===== config.mk =====
export PLATFORM = sky130hd
export DESIGN_NAME = bin_stream_reader_flat
export DESIGN_NICKNAME = d
export VERILOG_FILES = /design/src/rtl/bin_stream_if.sv /design/src/rtl/bin_stream_reader.sv /design/src/flat_wrapper.sv
export SDC_FILE = /design/constraint.sdc
export NUM_CORES = 1
export LEC_CHECK = 0
export CAP_MARGIN = 15
export CORE_MARGIN = 1.5
export CORE_UTILIZATION = 55
export DETAILED_ROUTE_END_ITERATION = 16
export GPL_TIMING_DRIVEN = 0
export PLACE_DENSITY = 0.88
export SYNTH_ARGS = -nofsm -noshare
export SYNTH_HDL_FRONTEND = slang
export SYNTH_SLANG_ARGS = --single-unit

===== constraint.sdc =====
create_clock -name clk -period 6.7 [get_ports clk]
set_input_delay 0.67 -clock clk [delete_from_list [all_inputs] [get_ports clk]]
set_output_delay 0.67 -clock clk [all_outputs]
set_load 0.01 [all_outputs]

===== src/rtl/bin_stream_if.sv =====
// bin_stream_if: SRAM read port plus 8-bit AXI-Stream output of the bin reader.
//
// Handshake: a beat transfers on a rising clk edge where m_axis_tvalid and
// m_axis_tready are both high. Once tvalid is raised, it and tdata/tlast/tuser
// hold steady until that transfer happens. tvalid never depends on tready.
// SRAM side: rdata carries the word for addr exactly one cycle after rd_en.
interface bin_stream_if #(
  parameter int ADDR_W = 32
);
  logic [ADDR_W-1:0] addr;
  logic              rd_en;
  logic [31:0]       rdata;
  logic [7:0]        m_axis_tdata;
  logic              m_axis_tvalid;
  logic              m_axis_tready;
  logic              m_axis_tlast;
  logic              m_axis_tuser;

  modport master (
    output addr, rd_en, m_axis_tdata, m_axis_tvalid, m_axis_tlast, m_axis_tuser,
    input  rdata, m_axis_tready
  );

  modport slave (
    input  addr, rd_en, m_axis_tdata, m_axis_tvalid, m_axis_tlast, m_axis_tuser,
    output rdata, m_axis_tready
  );
endinterface


===== src/rtl/bin_stream_reader.sv =====
// bin_stream_reader: streams one frame of NUM_BINS bins from the SRAM bin
// buffer (BASE_ADDR upward) as 8-bit AXI-Stream beats. Reads are credit
// limited so a 2-entry FIFO can absorb the 1-cycle SRAM latency at full rate.
// Optional build macro BIN_READER_THRESH_EN: binarize bins against THRESHOLD
// as they are written into the FIFO.
module bin_stream_reader #(
  parameter int NUM_BINS  = 784,
  parameter int BASE_ADDR = 0,
  parameter int ADDR_W    = 32,
  parameter int THRESHOLD = 128
) (
  input  logic           clk,
  input  logic           reset,
  input  logic           start_read,
  output logic           busy,
  output logic           read_done,
  output logic [1:0]     state_dbg,
  bin_stream_if.master   bus
);
  localparam int CNT_W = $clog2(NUM_BINS + 1);
  localparam logic [CNT_W-1:0] LAST_IDX = CNT_W'(NUM_BINS - 1);
  localparam logic [CNT_W-1:0] NUM_CNT  = CNT_W'(NUM_BINS);

  typedef enum logic [1:0] {
    IDLE   = 2'd0,
    STREAM = 2'd1,
    DONE   = 2'd2
  } state_t;

  state_t            state, state_nxt;
  logic [CNT_W-1:0]  issue_cnt, beat_cnt, inflight_idx;
  logic              inflight;
  logic [ADDR_W-1:0] addr_q;
  // FIFO entry layout: {tlast, tuser, tdata}
  logic [9:0]        fifo_mem [2];
  logic              rd_ptr, wr_ptr;
  logic [1:0]        fifo_count;
  logic              pop, push, rd_go;
  logic [2:0]        occ;
  logic [7:0]        sat_val, bin_val;
  logic [9:0]        head;

  assign state_dbg = state;
  assign busy      = (state != IDLE);
  assign read_done = (state == DONE);

  // Handshake, credit check and read issue decision
  always_comb begin
    bus.m_axis_tvalid = (fifo_count != 2'd0);
    pop   = bus.m_axis_tvalid & bus.m_axis_tready;
    push  = inflight;
    occ   = 3'(fifo_count) + 3'(inflight);
    rd_go = (state == STREAM) && (issue_cnt < NUM_CNT) && (occ < (3'd2 + 3'(pop)));
    bus.rd_en = rd_go;
    bus.addr  = rd_go ? (ADDR_W'(BASE_ADDR) + ADDR_W'(issue_cnt)) : addr_q;
  end

  // Bin value conversion applied to the returning SRAM word
  always_comb begin
    sat_val = (bus.rdata[31:8] == 24'd0) ? bus.rdata[7:0] : 8'hFF;
`ifdef BIN_READER_THRESH_EN
    bin_val = (int'(sat_val) >= THRESHOLD) ? 8'hFF : 8'h00;
`else
    bin_val = sat_val;
`endif
  end

  // Stream outputs come from the FIFO head; forced to zero when empty
  always_comb begin
    head = fifo_mem[rd_ptr];
    bus.m_axis_tdata = bus.m_axis_tvalid ? head[7:0] : 8'h00;
    bus.m_axis_tuser = bus.m_axis_tvalid & head[8];
    bus.m_axis_tlast = bus.m_axis_tvalid & head[9];
  end

  // Next-state logic
  always_comb begin
    state_nxt = state;
    case (state)
      IDLE:    if (start_read) state_nxt = STREAM;
      STREAM:  if (pop && (beat_cnt == LAST_IDX)) state_nxt = DONE;
      DONE:    state_nxt = IDLE;
      default: state_nxt = IDLE;
    endcase
  end

  // State register
  always_ff @(posedge clk or posedge reset) begin
    if (reset) state <= IDLE;
    else       state <= state_nxt;
  end

  // Issue/beat counters, in-flight tracking and held address
  always_ff @(posedge clk or posedge reset) begin
    if (reset) begin
      issue_cnt    <= '0;
      beat_cnt     <= '0;
      inflight     <= 1'b0;
      inflight_idx <= '0;
      addr_q       <= '0;
    end else begin
      inflight <= rd_go;
      if (state == IDLE && start_read) begin
        issue_cnt <= '0;
        beat_cnt  <= '0;
      end else begin
        if (rd_go) issue_cnt <= issue_cnt + 1'b1;
        if (pop)   beat_cnt  <= beat_cnt + 1'b1;
      end
      if (rd_go) begin
        inflight_idx <= issue_cnt;
        addr_q       <= bus.addr;
      end
    end
  end

  // 2-entry FIFO; a word read last cycle is written now, tagged by its index
  always_ff @(posedge clk or posedge reset) begin
    if (reset) begin
      fifo_mem[0] <= '0;
      fifo_mem[1] <= '0;
      rd_ptr      <= 1'b0;
      wr_ptr      <= 1'b0;
      fifo_count  <= 2'd0;
    end else begin
      if (push) begin
        fifo_mem[wr_ptr] <= {(inflight_idx == LAST_IDX), (inflight_idx == '0), bin_val};
        wr_ptr <= ~wr_ptr;
      end
      if (pop) rd_ptr <= ~rd_ptr;
      fifo_count <= fifo_count + 2'(push) - 2'(pop);
    end
  end
endmodule


===== src/flat_wrapper.sv =====
// flat-port wrapper written by rule: the top's interface ports become plain ports
module bin_stream_reader_flat 
#(
  parameter int NUM_BINS  = 784,
  parameter int BASE_ADDR = 0,
  parameter int ADDR_W    = 32,
  parameter int THRESHOLD = 128
)
  (clk, reset, start_read, busy, read_done, state_dbg, bus_addr, bus_rd_en, bus_m_axis_tdata, bus_m_axis_tvalid, bus_m_axis_tlast, bus_m_axis_tuser, bus_rdata, bus_m_axis_tready);
  bin_stream_if #(.ADDR_W(ADDR_W)) bus_i ();
  input  logic clk;
  input  logic reset;
  input  logic start_read;
  output logic busy;
  output logic read_done;
  output logic [1:0] state_dbg;
  output wire logic [$bits(bus_i.addr)-1:0] bus_addr;
  output wire logic [$bits(bus_i.rd_en)-1:0] bus_rd_en;
  output wire logic [$bits(bus_i.m_axis_tdata)-1:0] bus_m_axis_tdata;
  output wire logic [$bits(bus_i.m_axis_tvalid)-1:0] bus_m_axis_tvalid;
  output wire logic [$bits(bus_i.m_axis_tlast)-1:0] bus_m_axis_tlast;
  output wire logic [$bits(bus_i.m_axis_tuser)-1:0] bus_m_axis_tuser;
  input wire logic [$bits(bus_i.rdata)-1:0] bus_rdata;
  input wire logic [$bits(bus_i.m_axis_tready)-1:0] bus_m_axis_tready;
  assign bus_addr = bus_i.addr;
  assign bus_rd_en = bus_i.rd_en;
  assign bus_m_axis_tdata = bus_i.m_axis_tdata;
  assign bus_m_axis_tvalid = bus_i.m_axis_tvalid;
  assign bus_m_axis_tlast = bus_i.m_axis_tlast;
  assign bus_m_axis_tuser = bus_i.m_axis_tuser;
  assign bus_i.rdata = bus_rdata;
  assign bus_i.m_axis_tready = bus_m_axis_tready;
  bin_stream_reader #(.NUM_BINS(NUM_BINS), .BASE_ADDR(BASE_ADDR), .ADDR_W(ADDR_W), .THRESHOLD(THRESHOLD)) u_core (.clk(clk), .reset(reset), .start_read(start_read), .busy(busy), .read_done(read_done), .state_dbg(state_dbg), .bus(bus_i));
endmodule

After elaboration in Yosys (flattened, before gate mapping)
Index checks and enable logic that the tools add are counted.
- bits in registers: 89
- logic and storage cells: 64
- $add $sub $neg: 6
- magnitude comparators: 5
- eq/ne operators: 6
- multiplexer cells: 16
- bitwise operators: 7
- reduce and logical (&&, ||, !) cells: 13
- operator list (cell ; number):
    10-bit 2-to-1 mux ; 8
    32-bit 2-to-1 mux ; 1
    24-bit zero test ; 1
    10-bit by 1-bit adder with 10-bit output, second input constant ; 2
    20-bit bitwise mux ; 1
    10-bit == test, second input constant ; 2
    8-bit 2-to-1 mux ; 2
    10-bit demux with 1-bit select ; 1
    10-bit zero test ; 1
    10-bit < comparator, second input constant ; 1
    2-bit nonzero test ; 4
    1-bit logical AND ; 5
    2-bit >= comparator, second input constant ; 2
    2-bit 2-to-1 mux ; 2
    2-bit inequality test, second input constant ; 2
    1-bit NOT with 2-bit output ; 2
    2-bit one-hot mux with 2 select lines ; 1
    2-bit by 1-bit adder with 3-bit output ; 1
    2-bit by 1-bit adder with 3-bit output, first input constant ; 1
    1-bit AND ; 3
    3-bit < comparator ; 1
    2-bit by 1-bit adder with 2-bit output ; 1
    2-bit by 1-bit == test with 1-bit output, second input constant ; 1
    2-bit == test, second input constant ; 1
    other kinds (5) ; 6

Depth between registers and ports, before layout
- depth in word-level cells: 7
- gate-level depth with buffers: 8
- mapped depth without buffers: 7

Worst setup path before layout
OpenSTA, ideal clock, no wires.
- kind: register to output
- start point: register u_core.fifo_count[0]
- end point: output port bus_addr[8]
- arrival time: 1852 ps
- required time: 6030 ps
- setup slack: 4178 ps
- stages on the path, launching flop included: 8
- buffers on the path: 1
- cells stage by stage: dfrtp_1 -> ha_1 -> ha_1 -> nor3b_2 -> o21ai_2 -> nor2_4 -> buf_2 -> mux2_2
- cells in the longest elaborated chain, start to end: 6
- elaborated cells between the ends (all ways): 7
- those cells by class: 2 x add/sub; 1 x order compare; 1 x mux; 1 x bitwise; 2 x reduce/logical
- ends and longest elaborated chain (item ; line ; RTL):
    from (decl) ; bin_stream_reader.sv:37 ; logic [1:0] fifo_count;
    from (signal assigned) ; bin_stream_reader.sv:131 ; fifo_count <= fifo_count + 2'(push) - 2'(pop);
    2-bit nonzero test ; bin_stream_reader.sv:49 ; bus.m_axis_tvalid = (fifo_count != 2'd0);
    1-bit AND ; bin_stream_reader.sv:50 ; pop = bus.m_axis_tvalid & bus.m_axis_tready;
    2-bit by 1-bit adder with 3-bit output ; bin_stream_reader.sv:53 ; rd_go = (state == STREAM) && (issue_cnt < NUM_CNT) && (occ < (3'd2 + 3'(pop)));
    3-bit < comparator * ; bin_stream_reader.sv:53 ;
    1-bit logical AND * ; bin_stream_reader.sv:53 ;
    32-bit 2-to-1 mux * ; bin_stream_reader.sv:55 ; bus.addr = rd_go ? (ADDR_W'(BASE_ADDR) + ADDR_W'(issue_cnt)) : addr_q;
    to (decl) ; flat_wrapper.sv:17 ; output wire logic [$bits(bus_i.addr)-1:0] bus_addr;
Every way passes the cells marked *; elsewhere a longest branch is shown, timed or not.

Final worst setup path
Ends and elaborated chain as after synthesis.

==> run summary <==
Stages on worst setup path: 8
Crit path max-delay family: buffers and inverters
crit-path cells: ha_1 > ha_1 > nor3b_2 > o21ai_2 > nor2_4 > buf_2 > mux2_2 > clkdlybuf4s50_1
WL final: 8.741 mm
Worst R2R End: u_core.inflight_idx[9]
fin crit share: 0.5441
Worst path slowest cell: clkdlybuf4s50_1
DRT iter0 DRCs: 140
DRC errors left: 0
Worst Setup EP: bus_addr[8]
Mapped Avg Cell Area: 10.94 µm²
Antenna Violating Nets Remaining: 0
WL/cell: 15.18 µm
CTS Root Cell: clkbuf_8
row count: 31
Final Util: 0.7393
Hold-fix buffers, CTS: 0
Tmin final: 3.645 ns
WP data arrival: 2.98 ns
share of cells above drive strength 1: 0.1384
top routing layer in use: met4
Logic pwr share: 0.483
critical path's largest stage delay: 0.48 ns
largest cells by area after synthesis: dfrtp_1 (54%), mux2_2 (8.2%), nor2b_1 (6.8%), mux2i_1 (3.6%), nand2_1 (3.5%)
Critical Path Most Common Cell: ha_1
Netlist cell types: 42
element type at the critical path end: output pin
Max Freq: 0.2743 GHz
Max Cap Violations: 0
CTS HTree Levels: 3
first-pass GRT wire length: 14.28 mm
Worst Skew: 0.01075 ns
asr flop ratio synth: 1.000
Worst R2R Setup Slack: 4.45 ns
die width: 89.61 µm
TNS Setup: 0 ns
Critical path origin: u_core.fifo_count[0]
Die H: 89.61 µm
TritonCTS clock tree: yes
Post-Layout Inst Area: 0.005363 mm²
top-count cell post-synth: dfrtp_1
number of max-slew violations in the final report: 0
vias in the first global route: 3051
Routed met2 length: 4.402 mm
cells after synthesis: 377
P per Cell Area: 464.0 mW/mm²
drt first pass iters: 4
Yosys warnings: 0
# setup viols final: 0
# fillers: 517
internal power: 1.568 mW
min-delay src: u_core.fifo_mem[2]
Seq pwr share: 0.336
clock-pin slew on the worst setup and hold paths: 0.09 ns
Resize count post-CTS: 0
postcts setup bufs: 0
synthesis-to-finish area growth: 30.00%
Post-synth EDFFs: 0
Port-buffer cells: 83
WS Path Type: reg -> out
post-synthesis cell area: 0.004125 mm²
area leader, netlist: dfrtp_1
HP Class: reg -> reg
Core ar.: 0.007253 mm²
reg2reg path depth: 7
area share of the largest cell type after synthesis: 0.5399
Placed Instance Area: 0.005110 mm²
gpl congestion: 0.8211
Num CTS Buffers: 9
largest net degree at the start of global routing: 52
switching part of the total: 0.3697
worst r2r src: u_core.fifo_count[0]
Leak: 2.328 nW
via/cell ratio: 5.394
sequential cell area fraction in the yosys report: 0.5399
VDD IR max: 0.0003637 V
clk sinks: 89
Worst Setup Start Kind: flip-flop
RSZ-0062 raised after global routing: no
Buf/Inv on CP: 2
relative slew slack: 0.4862
crit-path max FO: 10
clock insertion delay at the later pin of the skew report: 0.35 ns
Met1 Wirelength: 3.891 mm
Total Power: 2.488 mW
antenna cell count: 0
status: completed
switching pwr: 0.9198 mW
Hold Violations, Final: 0
top post-synthesis cells by count: dfrtp_1 (89), nor2b_1 (45), nand2_1 (39)
WHS: 0.4885 ns
Final HPWL DP: 6.194 mm
Total Nets Final: 514
initial antenna violation count: 0
DR WL met3: 314 µm
I/O Pins: 84
Syn Nets: 419
grt ovf: 0
routed vias: 3107
Starting Density: 0.5687
clock power share: 0.181
Required @ worst endpoint: 6.03 ns
actual slew at the worst max-slew pin: 0.7707 ns
DIE AREA: 0.008029 mm²
ys flop type: dfrtp_1
All-Layer GR Usage: 0.2363
Clock Tree Buf Depth: 2
#FFs+latches synth: 89
==> state kept, by name (all words and copies together), names as in the netlist <==
register	cells
u_core.addr_q	32
u_core.beat_cnt	10
u_core.fifo_count	2
u_core.fifo_mem	20
u_core.inflight	1
u_core.inflight_idx	10
u_core.issue_cnt	10
u_core.rd_ptr	1
u_core.state_dbg	2
u_core.wr_ptr	1
==> layout by cell type, fill, tap and decap left out, drive strengths merged, types with 8 or more instances in the layout <==
master         instances
xnor2                  8
mux2i                 15
nand2                 39
clkdlybuf4s50         83
nor2                  24
mux2                  30
nor3                  11
buf                   12
o21ai                 25
nor2b                 45
nand3                  8
nor4                  11
clkbuf                18
dfrtp                 89
==> logic make-up (layout without fill, tap and decap cells) <==
logic type               Yosys count  count (layout)  share of synthesized area
adder cells (fa/ha/maj)            6               6                    0.01820
AO/OA/AOI/OAI                     39              39                    0.05520
multiplexers                      45              45                     0.1183
flip-flops                        89              89                     0.5399
XOR/XNOR                          11              11                    0.02336
buffers and inverters             25             125                    0.03063
AND/OR/NAND/NOR                  162             162                     0.2144
==> power by group through the flow <==
stage / clock network [mW] / logic [mW] / registers (mW)
after detailed placement: 0 / 1.20 / 0.845
after floorplan: 0 / 0.811 / 0.807
final: 0.451 / 1.20 / 0.835
after global placement: 0 / 1.16 / 0.830
after global routing: 0.480 / 1.33 / 0.856
after CTS: 0.456 / 1.21 / 0.834
==> worst register-to-register path, cell delays in order (launching register included) <==
cell and delay, ns:
dfrtp_1 0.45, ha_1 0.23, ha_1 0.19, nor3b_2 0.27
o21ai_2 0.20, nor2_4 0.17, buf_2 0.25, mux2_2 0.36
==> worst min-delay path by stage <==
stage,end,slack [ns],cells after the start
finish,u_core.fifo_mem[2],0.49,2
global route,u_core.fifo_mem[17],0.51,2
CTS,u_core.fifo_mem[17],0.49,2
detailed placement,u_core.fifo_mem[8],0.47,2
global placement,u_core.fifo_mem[13],0.46,2
floorplan,u_core.fifo_mem[10],0.45,2
==> area by class of cell <==
type | count | area (µm²) | area share
Inverter | 6 | 25.02 | 0.004666
Multi-Input combinational cell | 263 | 1772 | 0.3304
Clock inverter | 6 | 115.1 | 0.02147
Timing Repair Buffer | 84 | 858.3 | 0.1601
Sequential cell | 89 | 2227 | 0.4153
Tap cell | 99 | 123.9 | 0.02310
Buffer | 19 | 103.9 | 0.01937
Clock buffer | 10 | 137.6 | 0.02566
==> metal layers <==
metal	global-route usage	vias to the layer above
met5	0	-
met4	0.1021	0
met3	0.04113	13
met2	0.3894	70
met1	0.3100	1539
li1	-	1485
==> stage by stage <==
| step | instances | setup WS (ns) |
|---|---|---|
| after CTS | 576 | 3.058 |
| after detailed placement | 560 | 3.151 |
| after floorplan | 377 | 3.723 |
| after global routing | 576 | 2.910 |
| after global placement | 559 | 2.494 |
| final | 576 | 3.055 |
Note: power is estimated with default switching activity, not from simulation.
